[config.mk]
export PLATFORM = sky130hd
export DESIGN_NAME = mem_arbiter
export DESIGN_NICKNAME = d
export VERILOG_FILES = /design/src/rtl/mem_arbiter.sv
export SDC_FILE = /design/constraint.sdc
export NUM_CORES = 1
export LEC_CHECK = 0
export ABC_CLOCK_PERIOD_IN_PS = 4140
export CAP_MARGIN = 20
export CORE_ASPECT_RATIO = 1.2
export CORE_MARGIN = 2
export CORE_UTILIZATION = 44
export CTS_BUF_LIST = sky130_fd_sc_hd__clkbuf_4
export DETAILED_ROUTE_END_ITERATION = 6
export PLACE_DENSITY = 0.89
export SETUP_SLACK_MARGIN = 0.5
export SYNTH_ARGS = -nofsm -noshare
export SYNTH_HDL_FRONTEND = slang
export SYNTH_SLANG_ARGS = --single-unit
[constraint.sdc]
create_clock -name clk -period 4.14 [get_ports clk]
set_clock_uncertainty 0.15 [all_clocks]
set_input_delay 0.621 -clock clk [delete_from_list [all_inputs] [get_ports clk]]
set_output_delay 0.621 -clock clk [all_outputs]
set_load 0.03 [all_outputs]
[src/rtl/mem_arbiter.sv]
// mem_arbiter: shares one pipelined main memory between the I-cache and D-cache miss handlers.
// One requester owns memory at a time. A block fill issues WORDS_PER_BLOCK reads on
// consecutive cycles and steers the returned words, tagged with their index, to the
// owning side. The D side may also issue a single-word write-through.
//
// Ports
//   clk, rst                          clock (rising edge), asynchronous active-low reset
//   i_req, i_addr                     I-cache fill request and block address
//   i_gnt, i_data_valid, i_word_idx   I ownership, returned-word strobe and its block index
//   i_done                            1-cycle pulse on the last I word
//   d_req, d_wr, d_addr, d_wdata      D-cache request: fill (d_wr=0) or single-word write
//   d_gnt, d_data_valid, d_word_idx, d_done   as for the I side
//   fill_data                         memory read data, shared by both sides
//   mem_en, mem_wr, mem_addr, mem_wdata, mem_rdata, mem_rvalid   main memory interface
//   busy                              a transaction is in progress
module mem_arbiter #(
  parameter int unsigned ADDR_W          = 16,
  parameter int unsigned DATA_W          = 16,
  parameter int unsigned WORDS_PER_BLOCK = 8,
  parameter int unsigned MEM_LAT         = 4
) (
  input  logic                               clk,
  input  logic                               rst,
  input  logic                               i_req,
  input  logic [ADDR_W-1:0]                  i_addr,
  output logic                               i_gnt,
  output logic                               i_data_valid,
  output logic [$clog2(WORDS_PER_BLOCK)-1:0] i_word_idx,
  output logic                               i_done,
  input  logic                               d_req,
  input  logic                               d_wr,
  input  logic [ADDR_W-1:0]                  d_addr,
  input  logic [DATA_W-1:0]                  d_wdata,
  output logic                               d_gnt,
  output logic                               d_data_valid,
  output logic [$clog2(WORDS_PER_BLOCK)-1:0] d_word_idx,
  output logic                               d_done,
  output logic [DATA_W-1:0]                  fill_data,
  output logic                               mem_en,
  output logic                               mem_wr,
  output logic [ADDR_W-1:0]                  mem_addr,
  output logic [DATA_W-1:0]                  mem_wdata,
  input  logic [DATA_W-1:0]                  mem_rdata,
  input  logic                               mem_rvalid,
  output logic                               busy
);

  localparam int unsigned IdxW = $clog2(WORDS_PER_BLOCK);
  localparam int unsigned Off  = IdxW + 1;
  localparam logic [IdxW-1:0] LastIdx = IdxW'(WORDS_PER_BLOCK - 1);

  typedef enum logic [1:0] {StIdle, StFillI, StFillD, StWriteD} state_e;

  state_e            state_q, state_d;
  logic [IdxW-1:0]   issue_cnt_q, issue_cnt_d;
  logic [IdxW-1:0]   ret_cnt_q, ret_cnt_d;
  logic              issuing_q, issuing_d;  // read issue phase still running
  logic [ADDR_W-1:0] addr_q, addr_d;
  logic [DATA_W-1:0] wdata_q, wdata_d;
  logic              last_d_q, last_d_d;    // 1: most recent grant went to D
  logic              pick_d;
  logic              filling;

  // State register
  always_ff @(posedge clk or negedge rst) begin
    if (!rst) begin
      state_q     <= StIdle;
      issue_cnt_q <= '0;
      ret_cnt_q   <= '0;
      issuing_q   <= 1'b0;
      addr_q      <= '0;
      wdata_q     <= '0;
      last_d_q    <= 1'b0;
    end else begin
      state_q     <= state_d;
      issue_cnt_q <= issue_cnt_d;
      ret_cnt_q   <= ret_cnt_d;
      issuing_q   <= issuing_d;
      addr_q      <= addr_d;
      wdata_q     <= wdata_d;
      last_d_q    <= last_d_d;
    end
  end

  // Next-state logic
  always_comb begin
    state_d     = state_q;
    issue_cnt_d = issue_cnt_q;
    ret_cnt_d   = ret_cnt_q;
    issuing_d   = issuing_q;
    addr_d      = addr_q;
    wdata_d     = wdata_q;
    last_d_d    = last_d_q;
    // On a tie the side that did not win last time goes first.
    pick_d      = d_req && (!i_req || !last_d_q);
    unique case (state_q)
      StIdle: begin
        issue_cnt_d = '0;
        ret_cnt_d   = '0;
        issuing_d   = 1'b0;
        if (i_req || d_req) begin
          last_d_d  = pick_d;
          issuing_d = 1'b1;
          if (pick_d) begin
            addr_d  = d_addr;
            wdata_d = d_wdata;
            state_d = d_wr ? StWriteD : StFillD;
          end else begin
            addr_d  = i_addr;
            state_d = StFillI;
          end
        end
      end
      StFillI, StFillD: begin
        if (issuing_q) begin
          issue_cnt_d = issue_cnt_q + IdxW'(1);
          if (issue_cnt_q == LastIdx) issuing_d = 1'b0;
        end
        if (mem_rvalid) begin
          ret_cnt_d = ret_cnt_q + IdxW'(1);
          if (ret_cnt_q == LastIdx) state_d = StIdle;
        end
      end
      StWriteD: state_d = StIdle;
      default:  state_d = StIdle;
    endcase
  end

  // Outputs
  always_comb begin
    filling      = (state_q == StFillI) || (state_q == StFillD);
    busy         = (state_q != StIdle);
    i_gnt        = (state_q == StFillI);
    d_gnt        = (state_q == StFillD) || (state_q == StWriteD);
    // Returns outside a fill (stale after reset, or during a write) are dropped.
    i_data_valid = (state_q == StFillI) && mem_rvalid;
    d_data_valid = (state_q == StFillD) && mem_rvalid;
    i_word_idx   = i_data_valid ? ret_cnt_q : '0;
    d_word_idx   = d_data_valid ? ret_cnt_q : '0;
    i_done       = i_data_valid && (ret_cnt_q == LastIdx);
    d_done       = (d_data_valid && (ret_cnt_q == LastIdx)) || (state_q == StWriteD);
    fill_data    = mem_rdata;
    mem_en       = (filling && issuing_q) || (state_q == StWriteD);
    mem_wr       = (state_q == StWriteD);
    mem_addr     = '0;
    mem_wdata    = '0;
    if (filling && issuing_q) begin
      mem_addr = {addr_q[ADDR_W-1:Off], issue_cnt_q, 1'b0};
    end else if (state_q == StWriteD) begin
      mem_addr  = addr_q;
      mem_wdata = wdata_q;
    end
  end

  // With a fixed-latency memory a fill lasts exactly WORDS_PER_BLOCK + MEM_LAT cycles.
  a_fill_len_i: assert property (@(posedge clk) disable iff (!rst)
    $rose(i_gnt) |-> ##(WORDS_PER_BLOCK + MEM_LAT - 1) i_done);
  a_fill_len_d: assert property (@(posedge clk) disable iff (!rst)
    ($rose(d_gnt) && !mem_wr) |-> ##(WORDS_PER_BLOCK + MEM_LAT - 1) d_done);

endmodule

==> run summary, run 1 <==
Status: finished clean
RSZ-0062 raised after global routing: no
Total gr overflow: 0
Post-route ant nets: 0
Startpoint Class: flop
Mapped Cells: 262
Maximum VDD drop: 0.380 mV
CTS sink count: 42
Yosys cell types: 29
Pwr dens: 684 mW/mm^2
Highest clock rate: 289 MHz
Crit share post-route: 83.7%
Worst slew margin: 31.2%
Worst Hold Class: in2async
Setup_tns: 0 ps
Critical path fanouts, max: 20
Latest clock arrival within the worst-skew pair: 340 ps
CTS tree: built
WP data arrival: 2690 ps
Critical path depth in cells: 5
Critical path launch point: state_q[1]
Mapped Area: 0.00248 mm^2
Layout Utilization: 63.8%
Vias in the first global route: 1,993
Post-Synth Simple-Gate Area: 22.5%
Reg2Reg Depth: 5
Max cap viols: 0
Setup violators final: 0
1st-iter DRT viols: 125
Largest family of logic cells by synthesized area: simple AND/OR/NAND/NOR gates
Share of cells above drive strength 1: 10.7%
Routed vias: 2,093
Vias per Instance: 5.23
First-pass GRT wire length: 9.45 mm
Crit-path slowest cell: clkdlybuf4s50_1
Clock-pin slew on the worst setup and hold paths: 130 ps
Non-Filler Instances: 400
Final wirelength: 5.90 mm
CP peak stage delay: 630 ps
Post-synthesis xor/xnor area fraction: 0.706%
Setup crit end: mem_addr[9]
Inst Count DP: 392
WL/cell: 14.7 um
Layout Nets: 419
FF+latch count, synth: 42
Hold Violations, Final: 0
CP Capture Type: output port
Root Buffer: clkbuf_4
Initial Util: 46.2%
Core box area: 0.00537 mm^2
Post-synthesis sequential area ratio: 42.3%
Detailed placement HPWL: 4.23 mm
N_diodes: 0
Core Rows: 29
Adder-cell share of the synthesized area: 6.05%
Critical Path RT: 3370 ps
Worst reg2reg setup slack: 1710 ps
Critical R2R Launch: state_q[0]
Final instance area: 0.00343 mm^2
Port Buffers: 100
Clock buffer depth: 2
Placed instance area: 0.00336 mm^2
Post-synth net total: 344
Worst path bufs/invs: 2
Drt first pass iters: 4
Clock buffer count from CTS: 5
Design Power: 2.34 mW
Mux cell area share after synthesis: 11.2%
P&R area growth vs syn: 38.1%
Place WS: 609 ps
RR Endpoint: addr_q[13]
Leakage power: 1.59 nW
Setup CP Type: reg2out
CTS hold repair buffers: 0
Htree depth: 2
Max Slew Vio Count: 0
Syn avg cell area: 9.47 um^2
Die X: 72.6 um
Vert. Die Dim: 86.3 um
Setup WS post-layout: 675 ps
Initial antenna violation count: 0
Post-CTS Setup Bufs: 0
Syn. warnings: 0
Tmin final: 3460 ps
I/O Pins: 133
Top Family by Delay on Critical Path: buffers and inverters
Synth Area in Compound Gates: 8.42%
Gr usage total: 19.2%
Hold_ws: 247 ps
Residual DRC: 0
Total die area: 0.00626 mm^2
Measured slew at the worst slew-check pin: 1030 ps
Largest net degree at the start of global routing: 43
RD Place Congestion: 0.765
Crit path cell chain: inv_1 -> ha_2 -> a21oi_2 -> nor2b_1 -> clkdlybuf4s50_1
## worst min-delay path by stage
stage | from | to | slack, ps | cells after the start
3_5_place_dp | wdata_q[2] | wdata_q[2] | 340 | 1
3_3_place_gp | wdata_q[7] | wdata_q[7] | 330 | 1
2_1_floorplan | rst | addr_q[0] | 180 | 0
5_1_grt | rst | addr_q[15] | 330 | 1
4_1_cts | rst | addr_q[15] | 280 | 1
6_report | rst | addr_q[15] | 250 | 1
## sequential cells by signal, summed over array words and instances, names as in the netlist
register / count
addr_q: 16
state_q: 2
ret_cnt_q: 3
issue_cnt_q: 3
wdata_q: 16
last_d_q: 1
issuing_q: 1
## Yosys cell counts, drive strengths merged
master | n | area (um^2)
a21oi | 1 | 5.00
a21o | 1 | 7.51
inv | 5 | 18.8
and3 | 24 | 150
buf | 23 | 161
o31ai | 1 | 7.51
mux2i | 2 | 20.0
o21ai | 9 | 45.0
nand2b | 6 | 37.5
nand3 | 6 | 30.0
nand2 | 45 | 176
o21a | 1 | 7.51
dfrtp | 42 | 1050
nor2b | 13 | 81.3
a31oi | 16 | 100
or2 | 1 | 6.26
a22oi | 1 | 7.51
ha | 12 | 150
a21bo | 1 | 10.0
xor2 | 2 | 17.5
and2 | 2 | 12.5
a21boi | 1 | 18.8
mux2 | 20 | 259
nor2 | 17 | 63.8
clkbuf | 10 | 37.5
## per-layer routing
layer,vias up,part of all wire (%),track usage (%)
li1,1013,-,-
met3,16,6.0,3.95
met1,983,41,25.2
met2,81,50,30.4
met5,-,0,0
met4,0,2.3,8.92
## area by class of cell
class | count | area (um^2)
clock inverter | 2 | 8.76
clock buffer | 6 | 45.0
multi-input combinational | 182 | 1220
fill | 447 | 1940
sequential | 42 | 1050
timing repair buffer | 101 | 1000
tap | 62 | 77.6
inverter | 5 | 18.8
## layout by cell type (no fill, tap or decap), drive strengths merged
master         count
buf                2
ha                12
o31ai              1
mux2              20
a31oi             16
and2               2
a21bo              1
a21oi              1
inv                5
nor2b             13
nor2              17
o21a               1
a21boi             1
nand3              6
clkinv             2
a21o               1
dfrtp             42
xor2               2
nand2             45
clkbuf             6
a22oi              1
nand2b             6
clkdlybuf4s50     99
or2                1
o21ai              9
and3              24
mux2i              2
## report_power, final
| group | total, mW | internal [mW] | switching (mW) | leakage [nW] |
|---|---|---|---|---|
| sequential | 0.750 | 0.611 | 0.139 | 0.496 |
| clock | 0.202 | 0.0706 | 0.131 | 0.0331 |
| combinational | 1.39 | 0.629 | 0.764 | 1.06 |
| total | 2.34 | 1.31 | 1.03 | 1.59 |
## kinds of logic (layout without fill, tap and decap cells)
| group | count (synthesis) | after routing |
|---|---|---|
| fa+ha+maj | 12 | 12 |
| buf+inv | 38 | 114 |
| flops | 42 | 42 |
| xor+xnor | 2 | 2 |
| simple gates | 114 | 114 |
| compound gates | 32 | 32 |
| mux | 22 | 22 |
## worst reg2reg max path, cell delays in order (launching register included)
cell and delay (ps):
dfrtp_1 450, inv_1 170, ha_1 400, o21a_1 870, nor2_1 110, a31oi_1 210
## what timing repair did
| action | in CTS | in global routing |
|---|---|---|
| resized for setup | 2 | 1 |
| endpoints found under the setup margin | 33 | 33 |
| endpoints found under the hold margin | 0 | 0 |
| gates cloned | 0 | 0 |
(Power assumes the default switching activity.)
==> run 2: changes to the inputs <==
ABC_CLOCK_PERIOD_IN_PS = 3100   (was 4140)
CORE_UTILIZATION = 37   (was 44)
PLACE_DENSITY = 0.8   (was 0.89)
clock period = 3.1 ns   (was 4.14 ns; I/O delays follow)
==> run summary, run 2 (synthesis results as in run 1) <==
Status: finished clean (unchanged)
N_diodes: 0 (unchanged)
Pwr dens: 926 mW/mm^2 (was 684 mW/mm^2)
Largest net degree at the start of global routing: 43 (unchanged)
Routed vias: 2,087 (was 2,093)
Worst slew margin: 36.2% (was 31.2%)
Clock-pin slew on the worst setup and hold paths: 130 ps (about the same)
Measured slew at the worst slew-check pin: 956 ps (was 1030 ps)
Total die area: 0.00738 mm^2 (was 0.00626 mm^2)
Vert. Die Dim: 93.7 um (was 86.3 um)
Setup_tns: 0 ps (unchanged)
Setup CP Type: reg2out (unchanged)
Die X: 78.8 um (was 72.6 um)
Max Slew Vio Count: 0 (unchanged)
Startpoint Class: flop (unchanged)
Vias in the first global route: 2,071 (was 1,993)
Critical path fanouts, max: 20 (unchanged)
Vias per Instance: 4.84 (was 5.23)
1st-iter DRT viols: 69 (was 125)
Core box area: 0.00645 mm^2 (was 0.00537 mm^2)
WL/cell: 14.1 um (was 14.7 um)
Tmin final: 2540 ps
Total gr overflow: 0 (unchanged)
P&R area growth vs syn: 37.9% (was 38.1%)
Hold Violations, Final: 0 (unchanged)
Design Power: 3.17 mW (was 2.34 mW)
I/O Pins: 133 (unchanged)
Port Buffers: 100 (unchanged)
Layout Nets: 427 (was 419)
Critical Path RT: 2480 ps (was 3370 ps)
Detailed placement HPWL: 4.40 mm (was 4.23 mm)
Htree depth: 2 (unchanged)
Top flop regs: addr_q (16), wdata_q (16) (unchanged)
Gr usage total: 16.7% (was 19.2%)
Initial antenna violation count: 0 (unchanged)
Final wirelength: 6.06 mm (was 5.90 mm)
Clock buffer depth: 2 (unchanged)
First-pass GRT wire length: 9.68 mm (was 9.45 mm)
Post-route ant nets: 0 (unchanged)
Leakage power: 1.85 nW (was 1.59 nW)
Max cap viols: 0 (unchanged)
Setup violators final: 0 (unchanged)
RD Place Congestion: 0.778 (was 0.765)
Core Rows: 32 (was 29)
Root Buffer: clkbuf_4 (unchanged)
Share of cells above drive strength 1: 22.8% (was 10.7%)
Latest clock arrival within the worst-skew pair: 350 ps (was 340 ps)
Crit share post-route: 81.8%
WP data arrival: 1920 ps (was 2690 ps)
Highest clock rate: 394 MHz
Initial Util: 38.5% (was 46.2%)
Clock buffer count from CTS: 5 (unchanged)
Most frequent cells in the layout: 54 x clkdlybuf4s50_1, 44 x nand2_1, 42 x dfrtp_1 (was 99 x clkdlybuf4s50_1, 43 x nand2_1, 42 x dfrtp_1)
Worst Hold Class: in2async (unchanged)
Layout Utilization: 53.1% (was 63.8%)
Commonest non-fill, non-tap cell in the layout: clkdlybuf4s50_1 (unchanged)
Hold_ws: 97.6 ps (was 247 ps)
CP Capture Type: output port (unchanged)
CTS tree: built (unchanged)
CTS sink count: 42 (unchanged)
Drt first pass iters: 4 (unchanged)
RSZ-0062 raised after global routing: yes (was no)
Maximum VDD drop: 0.382 mV (was 0.380 mV)
Residual DRC: 0 (unchanged)
run 2: cell count changes in the layout (fill, tap and decap cells not counted), sizes merged:
cell / before / now
buf: 2 / 41
clkbuf: 6 / 5
bufinv: 0 / 1
clkdlybuf4s50: 99 / 54
dlygate4sd2: 0 / 4
dlymetal6s2s: 0 / 8
clkdlybuf4s15: 0 / 2
run 2: worst paths after layout:
check                      slack [ps]  depth (start not counted)        from            to
setup / recovery                  560                          6  state_q[1]  mem_wdata[0]
hold / removal                    100                          1         rst     addr_q[3]
setup reg to reg                 1110                          6  state_q[1]     addr_q[8]
hold reg to reg                   370                          1  wdata_q[9]    wdata_q[9]
max in group asynchronous        2120                          1         rst     addr_q[1]
min in group clk                  370                          1  wdata_q[9]    wdata_q[9]
run 2: layout make-up:
| class | count | area (um^2) |
|---|---|---|
| fill | 619 | 3020 |
| inverter | 5 | 18.8 |
| timing repair buffer | 109 | 940 |
| clock inverter | 3 | 40.0 |
| tap | 85 | 106 |
| sequential | 42 | 1050 |
| multi-input combinational | 182 | 1230 |
| clock buffer | 5 | 37.5 |
run 2: per-stage QoR:
step                      worst slack, ps  cell area [um^2]  instances
after global placement                349              3420        420
after global routing                  453              3420        431
final                                 564              3420        431
after CTS                             459              3490        431
after detailed placement              335              3420        420
after floorplan                       674              2480        262
run 2: timing repair:
item                                   CTS  global route
setup endpoints to repair               45            42
resized for setup                      117            42
endpoints found under the hold margin    0             0
hold buffers                             0             0
setup buffers                            3             0
run 2: worst max-delay path, stage by stage, from the launching register on:
cell and delay (ps):
dfrtp_1 440, inv_2 100, ha_4 320, nand2_1 70, buf_6 170, and3_1 190
clkdlybuf4s15_2 280
run 2: metal layers:
layer	part of all wire (%)	track usage [%]
met5	0	0
met3	5.1	4.33
met2	51	29.1
met1	43	19.9
met4	1.0	5.70
run 2: power by group:
group | leakage (nW) | switching [mW] | internal [mW]
sequential | 0.496 | 0.173 | 0.816
clock | 0.0450 | 0.179 | 0.167
combinational | 1.31 | 1.05 | 0.785
